File: src/rtl/mem_slot_if.sv
// Bus bundle between the CPU/video/DIO side and the memory slot scheduler.
// The slave modport is the scheduler; the master modport is the surrounding system.
interface mem_slot_if #(
   parameter int ADDR_W  = 22,
   parameter int NUM_DIO = 2
);
   logic                        cep;
   logic                        turbo;
   logic                        cfg_rom_128k;
   logic [1:0]                  cfg_ram_size;
   logic [23:0]                 cpu_addr;
   logic                        cpu_uds_n;
   logic                        cpu_lds_n;
   logic                        cpu_rw;
   logic                        sel_ram;
   logic                        sel_rom;
   logic                        vblank_n;
   logic                        hblank_n;
   logic                        snd_alt;
   logic [NUM_DIO-1:0]          dio_req;
   logic [NUM_DIO*ADDR_W-1:0]   dio_addr;
   logic [NUM_DIO-1:0]          dio_ack;
   logic [1:0]                  slot;
   logic                        cpu_bus_ctl;
   logic                        dio_bus_ctl;
   logic                        load_sound;
   logic [ADDR_W-1:0]           mem_addr;
   logic                        mem_uds_n;
   logic                        mem_lds_n;
   logic                        rom_oe_n;
   logic                        ram_oe_n;
   logic                        ram_we_n;

   modport slave (
      input  cep, turbo, cfg_rom_128k, cfg_ram_size, cpu_addr, cpu_uds_n, cpu_lds_n, cpu_rw,
             sel_ram, sel_rom, vblank_n, hblank_n, snd_alt, dio_req, dio_addr,
      output dio_ack, slot, cpu_bus_ctl, dio_bus_ctl, load_sound, mem_addr,
             mem_uds_n, mem_lds_n, rom_oe_n, ram_oe_n, ram_we_n
   );

   modport master (
      output cep, turbo, cfg_rom_128k, cfg_ram_size, cpu_addr, cpu_uds_n, cpu_lds_n, cpu_rw,
             sel_ram, sel_rom, vblank_n, hblank_n, snd_alt, dio_req, dio_addr,
      input  dio_ack, slot, cpu_bus_ctl, dio_bus_ctl, load_sound, mem_addr,
             mem_uds_n, mem_lds_n, rom_oe_n, ram_oe_n, ram_we_n
   );
endinterface

File: src/rtl/mem_slot_scheduler.sv
// Four-slot time-division scheduler for sound, CPU and arbitrated DIO reads into shared RAM/ROM.
// Define DIO_FIXED_PRIO_EN for fixed lowest-index DIO priority instead of round-robin.
module mem_slot_scheduler #(
   parameter int          ADDR_W        = 22,
   parameter int          NUM_DIO       = 2,
   parameter logic [21:0] DIO_BASE_STEP = 22'h100000,
   parameter logic [21:0] SND_MAIN      = 22'h3FFD00,
   parameter logic [21:0] SND_ALT       = 22'h3FA100
) (
   input logic       clk,
   input logic       reset,
   mem_slot_if.slave bus
);
   localparam int GW = (NUM_DIO > 1) ? $clog2(NUM_DIO) : 1;

   logic [1:0]        slot_q, slot_d;
   logic              vbd_q, vbd_d, hbd_q, hbd_d;
   logic              swap_q, swap_d, audio_req_q, audio_req_d;
   logic [ADDR_W-1:0] snd_addr_q, snd_addr_d;
   logic              gnt_vld_q, gnt_vld_d;
   logic [GW-1:0]     gnt_q, gnt_d;
`ifndef DIO_FIXED_PRIO_EN
   logic [GW-1:0]     last_q, last_d;
   int                idx;
`endif
   logic              pick_vld;
   logic [GW-1:0]     pick;
   logic              vb_fall, hb_fall, cpu_ctl, load_snd;
   logic [ADDR_W-1:0] dio_a, dio_off;
   logic              unused_cpu_hi;

   function automatic logic [21:0] mask_ram(input logic [21:0] a, input logic [1:0] sz);
      case (sz)
         2'd0:    mask_ram = {5'b0, a[16:0]};
         2'd1:    mask_ram = {3'b0, a[18:0]};
         2'd2:    mask_ram = {2'b0, a[19:0]};
         default: mask_ram = a;
      endcase
   endfunction

   function automatic logic [21:0] mask_rom(input logic [21:0] a, input logic rom128);
      mask_rom = rom128 ? {5'b0, a[16:0]} : {4'b0, 1'b1, 1'b0, a[15:0]};
   endfunction

   assign vb_fall       = vbd_q & ~bus.vblank_n;
   assign hb_fall       = hbd_q & ~bus.hblank_n;
   assign unused_cpu_hi = ^bus.cpu_addr[23:22];

   // Arbiter: later loop iterations override, so the lowest search distance wins.
   always_comb begin
      pick_vld = 1'b0;
      pick     = '0;
`ifdef DIO_FIXED_PRIO_EN
      for (int i = NUM_DIO - 1; i >= 0; i--) begin
         if (bus.dio_req[GW'(i)]) begin
            pick_vld = 1'b1;
            pick     = GW'(i);
         end
      end
`else
      idx = 0;
      for (int k = NUM_DIO; k >= 1; k--) begin
         idx = (int'(last_q) + k) % NUM_DIO;
         if (bus.dio_req[GW'(idx)]) begin
            pick_vld = 1'b1;
            pick     = GW'(idx);
         end
      end
`endif
   end

   always_comb begin
      slot_d      = slot_q;
      vbd_d       = vbd_q;
      hbd_d       = hbd_q;
      swap_d      = swap_q;
      audio_req_d = audio_req_q;
      snd_addr_d  = snd_addr_q;
      gnt_vld_d   = gnt_vld_q;
      gnt_d       = gnt_q;
`ifndef DIO_FIXED_PRIO_EN
      last_d      = last_q;
`endif
      if (bus.cep) begin
         slot_d = slot_q + 2'd1;
         case (slot_q)
            2'd0: begin
               vbd_d       = bus.vblank_n;
               hbd_d       = bus.hblank_n;
               audio_req_d = hb_fall;
               if (hb_fall && (swap_q || vb_fall)) begin
                  snd_addr_d = bus.snd_alt ? ADDR_W'(SND_ALT) : ADDR_W'(SND_MAIN);
                  swap_d     = 1'b0;
               end else begin
                  if (hb_fall) snd_addr_d = snd_addr_q + ADDR_W'(2);
                  if (vb_fall) swap_d = 1'b1;
               end
            end
            2'd1: begin
               gnt_vld_d = pick_vld;
               gnt_d     = pick;
`ifndef DIO_FIXED_PRIO_EN
               if (pick_vld) last_d = pick;
`endif
            end
            2'd2:    gnt_vld_d = 1'b0;
            default: ;
         endcase
      end
   end

   always_ff @(posedge clk) begin
      if (reset) begin
         slot_q      <= 2'd0;
         vbd_q       <= 1'b1;
         hbd_q       <= 1'b1;
         swap_q      <= 1'b0;
         audio_req_q <= 1'b0;
         snd_addr_q  <= ADDR_W'(SND_MAIN);
         gnt_vld_q   <= 1'b0;
         gnt_q       <= '0;
`ifndef DIO_FIXED_PRIO_EN
         last_q      <= GW'(NUM_DIO - 1);
`endif
      end else begin
         slot_q      <= slot_d;
         vbd_q       <= vbd_d;
         hbd_q       <= hbd_d;
         swap_q      <= swap_d;
         audio_req_q <= audio_req_d;
         snd_addr_q  <= snd_addr_d;
         gnt_vld_q   <= gnt_vld_d;
         gnt_q       <= gnt_d;
`ifndef DIO_FIXED_PRIO_EN
         last_q      <= last_d;
`endif
      end
   end

   assign cpu_ctl  = (slot_q == 2'd1) | (bus.turbo & (slot_q == 2'd3));
   assign load_snd = audio_req_q & (slot_q == 2'd0);
   assign dio_a    = bus.dio_addr[int'(gnt_q) * ADDR_W +: ADDR_W];
   assign dio_off  = ADDR_W'(int'(gnt_q) + 1) * ADDR_W'(DIO_BASE_STEP);

   always_comb begin
      bus.dio_ack = '0;
      if (gnt_vld_q) bus.dio_ack[gnt_q] = 1'b1;
   end

   always_comb begin
      if (gnt_vld_q)
         bus.mem_addr = dio_a + dio_off;
      else if (load_snd)
         bus.mem_addr = ADDR_W'(mask_ram(snd_addr_q[21:0], bus.cfg_ram_size));
      else if (cpu_ctl & bus.sel_rom)
         bus.mem_addr = ADDR_W'(mask_rom(bus.cpu_addr[21:0], bus.cfg_rom_128k));
      else if (cpu_ctl & bus.sel_ram)
         bus.mem_addr = ADDR_W'(mask_ram(bus.cpu_addr[21:0], bus.cfg_ram_size));
      else
         bus.mem_addr = ADDR_W'(bus.cpu_addr[21:0]);
   end

   assign bus.slot        = slot_q;
   assign bus.cpu_bus_ctl = cpu_ctl;
   assign bus.dio_bus_ctl = (slot_q == 2'd2);
   assign bus.load_sound  = load_snd;
   assign bus.rom_oe_n    = ~(gnt_vld_q | (cpu_ctl & bus.sel_rom & bus.cpu_rw));
   assign bus.ram_oe_n    = ~(load_snd | (cpu_ctl & bus.sel_ram & bus.cpu_rw));
   assign bus.ram_we_n    = ~(cpu_ctl & bus.sel_ram & ~bus.cpu_rw);
   assign bus.mem_uds_n   = cpu_ctl ? bus.cpu_uds_n : 1'b0;
   assign bus.mem_lds_n   = cpu_ctl ? bus.cpu_lds_n : 1'b0;
endmodule

File: src/flat_wrapper.sv
// flat-port wrapper written by rule: the top's interface ports become plain ports
module mem_slot_scheduler_flat 
#(
   parameter int          ADDR_W        = 22,
   parameter int          NUM_DIO       = 2,
   parameter logic [21:0] DIO_BASE_STEP = 22'h100000,
   parameter logic [21:0] SND_MAIN      = 22'h3FFD00,
   parameter logic [21:0] SND_ALT       = 22'h3FA100
)
  (clk, reset, bus_cep, bus_turbo, bus_cfg_rom_128k, bus_cfg_ram_size, bus_cpu_addr, bus_cpu_uds_n, bus_cpu_lds_n, bus_cpu_rw, bus_sel_ram, bus_sel_rom, bus_vblank_n, bus_hblank_n, bus_snd_alt, bus_dio_req, bus_dio_addr, bus_dio_ack, bus_slot, bus_cpu_bus_ctl, bus_dio_bus_ctl, bus_load_sound, bus_mem_addr, bus_mem_uds_n, bus_mem_lds_n, bus_rom_oe_n, bus_ram_oe_n, bus_ram_we_n);
  mem_slot_if #(.ADDR_W(ADDR_W), .NUM_DIO(NUM_DIO)) bus_i ();
  input logic clk;
  input logic reset;
  input wire logic [$bits(bus_i.cep)-1:0] bus_cep;
  input wire logic [$bits(bus_i.turbo)-1:0] bus_turbo;
  input wire logic [$bits(bus_i.cfg_rom_128k)-1:0] bus_cfg_rom_128k;
  input wire logic [$bits(bus_i.cfg_ram_size)-1:0] bus_cfg_ram_size;
  input wire logic [$bits(bus_i.cpu_addr)-1:0] bus_cpu_addr;
  input wire logic [$bits(bus_i.cpu_uds_n)-1:0] bus_cpu_uds_n;
  input wire logic [$bits(bus_i.cpu_lds_n)-1:0] bus_cpu_lds_n;
  input wire logic [$bits(bus_i.cpu_rw)-1:0] bus_cpu_rw;
  input wire logic [$bits(bus_i.sel_ram)-1:0] bus_sel_ram;
  input wire logic [$bits(bus_i.sel_rom)-1:0] bus_sel_rom;
  input wire logic [$bits(bus_i.vblank_n)-1:0] bus_vblank_n;
  input wire logic [$bits(bus_i.hblank_n)-1:0] bus_hblank_n;
  input wire logic [$bits(bus_i.snd_alt)-1:0] bus_snd_alt;
  input wire logic [$bits(bus_i.dio_req)-1:0] bus_dio_req;
  input wire logic [$bits(bus_i.dio_addr)-1:0] bus_dio_addr;
  output wire logic [$bits(bus_i.dio_ack)-1:0] bus_dio_ack;
  output wire logic [$bits(bus_i.slot)-1:0] bus_slot;
  output wire logic [$bits(bus_i.cpu_bus_ctl)-1:0] bus_cpu_bus_ctl;
  output wire logic [$bits(bus_i.dio_bus_ctl)-1:0] bus_dio_bus_ctl;
  output wire logic [$bits(bus_i.load_sound)-1:0] bus_load_sound;
  output wire logic [$bits(bus_i.mem_addr)-1:0] bus_mem_addr;
  output wire logic [$bits(bus_i.mem_uds_n)-1:0] bus_mem_uds_n;
  output wire logic [$bits(bus_i.mem_lds_n)-1:0] bus_mem_lds_n;
  output wire logic [$bits(bus_i.rom_oe_n)-1:0] bus_rom_oe_n;
  output wire logic [$bits(bus_i.ram_oe_n)-1:0] bus_ram_oe_n;
  output wire logic [$bits(bus_i.ram_we_n)-1:0] bus_ram_we_n;
  assign bus_i.cep = bus_cep;
  assign bus_i.turbo = bus_turbo;
  assign bus_i.cfg_rom_128k = bus_cfg_rom_128k;
  assign bus_i.cfg_ram_size = bus_cfg_ram_size;
  assign bus_i.cpu_addr = bus_cpu_addr;
  assign bus_i.cpu_uds_n = bus_cpu_uds_n;
  assign bus_i.cpu_lds_n = bus_cpu_lds_n;
  assign bus_i.cpu_rw = bus_cpu_rw;
  assign bus_i.sel_ram = bus_sel_ram;
  assign bus_i.sel_rom = bus_sel_rom;
  assign bus_i.vblank_n = bus_vblank_n;
  assign bus_i.hblank_n = bus_hblank_n;
  assign bus_i.snd_alt = bus_snd_alt;
  assign bus_i.dio_req = bus_dio_req;
  assign bus_i.dio_addr = bus_dio_addr;
  assign bus_dio_ack = bus_i.dio_ack;
  assign bus_slot = bus_i.slot;
  assign bus_cpu_bus_ctl = bus_i.cpu_bus_ctl;
  assign bus_dio_bus_ctl = bus_i.dio_bus_ctl;
  assign bus_load_sound = bus_i.load_sound;
  assign bus_mem_addr = bus_i.mem_addr;
  assign bus_mem_uds_n = bus_i.mem_uds_n;
  assign bus_mem_lds_n = bus_i.mem_lds_n;
  assign bus_rom_oe_n = bus_i.rom_oe_n;
  assign bus_ram_oe_n = bus_i.ram_oe_n;
  assign bus_ram_we_n = bus_i.ram_we_n;
  mem_slot_scheduler #(.ADDR_W(ADDR_W), .NUM_DIO(NUM_DIO), .DIO_BASE_STEP(DIO_BASE_STEP), .SND_MAIN(SND_MAIN), .SND_ALT(SND_ALT)) u_core (.clk(clk), .reset(reset), .bus(bus_i));
endmodule
File: config.mk
export PLATFORM = sky130hd
export DESIGN_NAME = mem_slot_scheduler_flat
export DESIGN_NICKNAME = d
export VERILOG_FILES = /design/src/rtl/mem_slot_if.sv /design/src/rtl/mem_slot_scheduler.sv /design/src/flat_wrapper.sv
export SDC_FILE = /design/constraint.sdc
export NUM_CORES = 1
export LEC_CHECK = 0
export CELL_PAD_IN_SITES_DETAIL_PLACEMENT = 2
export CELL_PAD_IN_SITES_GLOBAL_PLACEMENT = 2
export CORE_MARGIN = 1
export CORE_UTILIZATION = 23
export CTS_CLUSTER_SIZE = 10
export DETAILED_ROUTE_END_ITERATION = 7
export PLACE_DENSITY = 0.86
export SKIP_LAST_GASP = 1
export SYNTH_ARGS = -nofsm -noshare
export SYNTH_HDL_FRONTEND = slang
export SYNTH_SLANG_ARGS = --single-unit
File: constraint.sdc
create_clock -name clk -period 3.1 [get_ports clk]
set_clock_uncertainty 0.2 [all_clocks]
set_input_delay 0.62 -clock clk [delete_from_list [all_inputs] [get_ports clk]]
set_output_delay 0.62 -clock clk [all_outputs]
set_load 0.01 [all_outputs]
## Word-level counts from Yosys, hierarchy flattened

Index checks and enable logic that the tools add are counted.

- Register bits after elaboration: 31
- Input bits: 85
- Output and inout port bits: 34
- Word-level logic and storage cells: 84

- Add/subtract/negate cells: 6
- Multipliers: 1
- $lt $le $gt $ge: 4
- Equal/unequal tests: 5
- Shift operators: 1
- Muxes and demuxes: 26
- Bitwise gates (word level): 18
- Reductions and logical operators: 14

Operators with widths:

| cell | count |
|---|---|
| 22-bit two-way mux | 6 |
| 22-bit one-hot mux with 3 select lines | 2 |
| 44-bit by 32-bit variable part select with 22-bit output | 1 |
| 22-bit by 2-bit adder with 22-bit output (second input constant) | 1 |
| 22-bit adder | 1 |
| 18-bit two-way mux | 1 |
| 15-bit two-way mux | 1 |
| 1-bit two-way mux | 13 |
| 1-bit AND | 9 |
| 3-bit AND reduction | 3 |
| 2-bit == test (second input constant) | 3 |
| 1-bit by 3-bit less-than comparator with 1-bit output (second input constant) | 2 |
| 1-bit NOT | 6 |
| 2-bit AND reduction | 3 |
| 2-bit nonzero test | 3 |
| 1-bit by 4-bit multiplier with 5-bit output (second input constant) | 1 |
| 2-bit by 1-bit == test with 1-bit output (second input constant) | 2 |
| 2-bit logical NOT | 2 |
| 1-bit OR | 3 |
| 1-bit adder (second input constant) | 2 |
| 1-bit by 1-bit adder with 2-bit output (second input constant) | 1 |
| 2-bit by 1-bit adder with 2-bit output (second input constant) | 1 |
| 1-bit logical AND | 2 |
| 1-bit by 2-bit less-than comparator with 1-bit output (second input constant) | 1 |
| other kinds (5) | 5 |

## Longest topological paths before layout

Gate-level depths: netlist (run 1).

- Word-level depth: 8
- Gate-level depth with buffers: 9
- Depth with buffers taken out: 7

## Worst setup path after synthesis (run 1)

OpenSTA, ideal clock, no wires.

- Path kind: reg-to-output
- Start: register u_core.slot_q[0] (netlist: u_core.bus.slot[0])
- End: output port bus_mem_addr[19]
- Arrival time: 1,706 ps
- Data required time: 2,280 ps
- Path slack: 574 ps
- Stages on the path, launching flop included: 9
- Path buffers: 1
- Path through: dfxtp_1 inv_1 ha_1 buf_4 nand2_1 inv_1 and3_1 a311oi_1 a21oi_1

- Elaborated cells on any way between the ends: 12
- Classes of those cells: eq/ne (2); mux (4); bitwise (5); reduce/logical (1)

RTL lines:

| item | line | RTL |
|---|---|---|
| start, declared | mem_slot_scheduler.sv:16 | `logic [1:0] slot_q, slot_d;` |
| start signal, assigned | mem_slot_scheduler.sv:126 | `slot_q <= slot_d;` |
| 2-bit logical NOT | mem_slot_scheduler.sv:141 | `assign load_snd = audio_req_q & (slot_q == 2'd0);` |
| 1-bit AND | mem_slot_scheduler.sv:141 |  |
| net bus_load_sound | flat_wrapper.sv:33 | `output wire logic [$bits(bus_i.load_sound)-1:0] bus_load_sound;` |
| 22-bit two-way mux | mem_slot_scheduler.sv:153 | `else if (load_snd)` |
| 22-bit two-way mux | mem_slot_scheduler.sv:151 | `if (gnt_vld_q)` |
| end, declared | flat_wrapper.sv:34 | `output wire logic [$bits(bus_i.mem_addr)-1:0] bus_mem_addr;` |

The timed path passes the listed nets, and every way through them passes these cells.

## Worst setup path after layout (run 1)

- Start: input port bus_cfg_ram_size[1]
- End: output port bus_mem_addr[19]

- Longest elaborated chain between the ends: 6
- Elaborated cells on any way between the ends: 9
- Classes of those cells: eq/ne (2); mux (6); reduce/logical (1)

RTL lines:

| item | line | RTL |
|---|---|---|
| start, declared | flat_wrapper.sv:17 | `input wire logic [$bits(bus_i.cfg_ram_size)-1:0] bus_cfg_ram_size;` |
| 2-bit == test (tied with other cells) | mem_slot_scheduler.sv:33 | `case (sz)` |
| 22-bit one-hot mux with 3 select lines | mem_slot_scheduler.sv:33 |  |
| 22-bit two-way mux | mem_slot_scheduler.sv:157 | `else if (cpu_ctl & bus.sel_ram)` |
| 22-bit two-way mux | mem_slot_scheduler.sv:155 | `else if (cpu_ctl & bus.sel_rom)` |
| 22-bit two-way mux (*) | mem_slot_scheduler.sv:153 |  |
| 22-bit two-way mux (*) | mem_slot_scheduler.sv:151 |  |

Mark *: on every way between the ends. The rest lies on a longest branch, timed or not.

==> results of run 1 <==
per-stage QoR:
step | power, mW | worst slack [ns] | instances
2_1_floorplan | 0.610 | 0.574 | 299
3_3_place_gp | 0.879 | -0.0877 | 546
3_5_place_dp | 0.903 | -0.241 | 546
4_1_cts | 1.25 | -0.139 | 555
5_1_grt | 1.33 | -0.156 | 561
6_report | 1.28 | -0.150 | 561
area by class of cell:
class | instances | share of cell area
Multi-Input combinational cell | 239 | 0.421
Clock buffer | 6 | 0.0211
Timing Repair Buffer | 142 | 0.349
Inverter | 9 | 0.00959
Tap cell | 133 | 0.0425
Sequential cell | 30 | 0.154
Clock inverter | 2 | 0.00320
per-layer routing:
layer  track usage  vias to the layer above
met5             0                        -
met2         0.374                      126
met1         0.244                     1501
met3        0.0529                       21
li1              -                     1370
met4        0.0692                        0
path summary, 6_finish.rpt:
path	startpoint	endpoint	slack, ns	cells past startpoint
setup / recovery	bus_cfg_ram_size[1]	bus_mem_addr[19]	-0.15	6
hold / removal	u_core.vbd_q	u_core.vbd_q	0.27	1
setup reg to reg	u_core.bus.slot[1]	u_core.snd_addr_q[8]	0.69	8
hold reg to reg	u_core.vbd_q	u_core.vbd_q	0.27	1
cells in the mapped netlist, drive strengths merged, types with 2 or more instances:
cell type and n:
nor2b 2, mux2 2, buf 8, nor3 8, xnor2 6, a2111oi 2, clkbuf 13, a21o 2
o31ai 3, inv 9, a41o 2, or2 2, nand3b 3, and4 5, a311oi 2, a211oi 15
nor3b 4, and2 5, mux2i 21, nor2 22, a31oi 8, a211o 4, ha 5, a21boi 2
dfxtp 30, nor4 3, and3 18, a21oi 29, nand3 10, xor2 4, nand2 16, nand2b 3
o21ai 11, nand4 8, or3 3
power by group through the flow:
stage / registers (mW) / logic [mW] / clock network, mW
after floorplan: 0.417 / 0.193 / 0
after detailed placement: 0.420 / 0.482 / 0
final: 0.413 / 0.517 / 0.349
after global placement: 0.418 / 0.460 / 0
after global routing: 0.414 / 0.550 / 0.366
after CTS: 0.412 / 0.488 / 0.352
cells by family after synthesis:
group / share of synthesized area
AO/OA/AOI/OAI: 0.234
XOR/XNOR: 0.0377
adder cells (fa/ha/maj): 0.0269
buffers and inverters: 0.0576
flip-flops: 0.258
multiplexers: 0.100
AND/OR/NAND/NOR: 0.285
state kept, by name, indices dropped and copies added (netlist names):
signal / count
u_core.audio_req_q: 1
u_core.bus.slot: 2
u_core.gnt_q: 1
u_core.gnt_vld_q: 1
u_core.hbd_q: 1
u_core.last_q: 1
u_core.snd_addr_q: 21
u_core.swap_q: 1
u_core.vbd_q: 1
worst reg2reg max path, delay by kind of cell (launching register included):
kind          cells  cell delay, ns
xor+xnor          1            0.28
fa+ha+maj         1            0.23
buf+inv           3            0.54
flops             1            0.32
simple gates      3            0.67
timing repair:
item,4_1_cts,5_1_grt
endpoints found under the setup margin,22,13
hold buffers,0,0
pin swaps,2,3
gates resized for setup,11,14
buffers inserted,1,6
==> reports/metrics.cfg, run 1 <==
[detailed_routing]
routed_via_density=5.38
wl_met2_um=6090
wl_per_cell_um=22.6
wirelength_um=12700
dr.pass1.iters=4
final_antenna_net_count=0
wl_met1_um=5200
highest_layer=met4
wl_met3_um=1090
route.detailed.drc=0
first_iter_violations=130
vias=3018

[worst_setup_path]
crit_top_cell=clkdlybuf4s50_1
worst_setup_path_end_kind=primary output
max_stage_delay_ns=0.59
cp_top_family=buffers and inverters
slowest_stage=clkdlybuf4s50_1
cp_num_buf_inv=3
arrival_ns=2.43
worst-setup-path-type=in2out
worstPathRequired_ns=2.28
worstSetupStartpointType=primary input
crit_chain=clkdlybuf4s50_1, buf_4, and3_1, a311oi_2, a21oi_1, clkdlybuf4s50_1
cp_max_fo=5

[synth]
synth_edf_count=0
ys_warn_count=0
synthArstFlopShare=0
synthCells=299
ys_ff_latch=30
synth_nets=389
ys.flop_type=dfxtp_1
synth_area_leaders=dfxtp_1 26%, mux2i_1 9.0%, a21oi_1 6.2%, a211oi_1 4.8%, and3_1 4.8%
synth_cell_types=47
syn-cell-area_mm2=0.00232
yosysTopAreaCell=dfxtp_1
synth_area_per_cell_um2=7.78
synth_top_area_share=0.258
synth-seq-area-share=0.258

[timing]
fmax_mhz=308
hold_viol=0
setup_viol=2
period_share=1.05
fin_tns_setup_ns=-0.227
rsz0062_at_grt=yes
slew_viol_final=0
fin_hold_ws_ns=0.270
fin_crit_ns=3.25
layout_setup_ws_ns=-0.150
tightest_slew_ns=0.661
slew_headroom=0.558

[finish]
multiInputGateArea_mm2=0.00165
drive_gt1_frac=0.129
area_delta_synth_final_pct=68.3
num-nets-final=517
regArea_um2=601
post-route-util=0.400
diodes=0
final_cell_mix=108 x clkdlybuf4s50_1, 30 x dfxtp_1, 29 x a21oi_1
layout_commonest_cell=clkdlybuf4s50_1
fillers=1048
finalInstanceArea_mm2=0.00391

[global_routing]
grt_max_degree=19
overflow=0
antenna_found_initial=0
track_usage=0.210
grt_pass1_vias=3086
grt_pass1_wl_um=16800

[clock_tree]
cts_tree=done
clkSinkCount=30
cts_buffers=5
cts.path.max_buffers=2
htree_levels=2
clockRootBuffer=clkbuf_8
insertion_delay_ns=0.30
clk_pin_slew_ns=0.07

[floorplanning]
die_w_um=103
core_mm2=0.00977
die_area_mm2=0.0105
ioPinCount=119
start_util=0.238
die_height_um=103
rows=36

[outcome]
status=finished with violations
violations=negative setup slack

[power]
peakVddDrop_uv=127
p_int_mw=0.851
clockPowerShare=0.273
p_leak_nw=1.56
pwr-share-comb=0.405
powerDensity_mw_per_mm2=327
pwr-share-seq=0.323
switchingPower_mw=0.428
swShare=0.335

[place]
post-dp-hpwl_um=8730
place_area_mm2=0.00369
port_buffers=115
gp_congestion=0.814

[flow_run]
drv_cap=0

[min_path]
hp-class=reg2reg

Note: power is estimated with default switching activity, not from simulation.
==> inputs of run 2 (changes only) <==
- SLEW_MARGIN: not set -> 15
==> results of run 2 <==
Same layout as run 1: the final DEF is identical, and so are final timing and power.
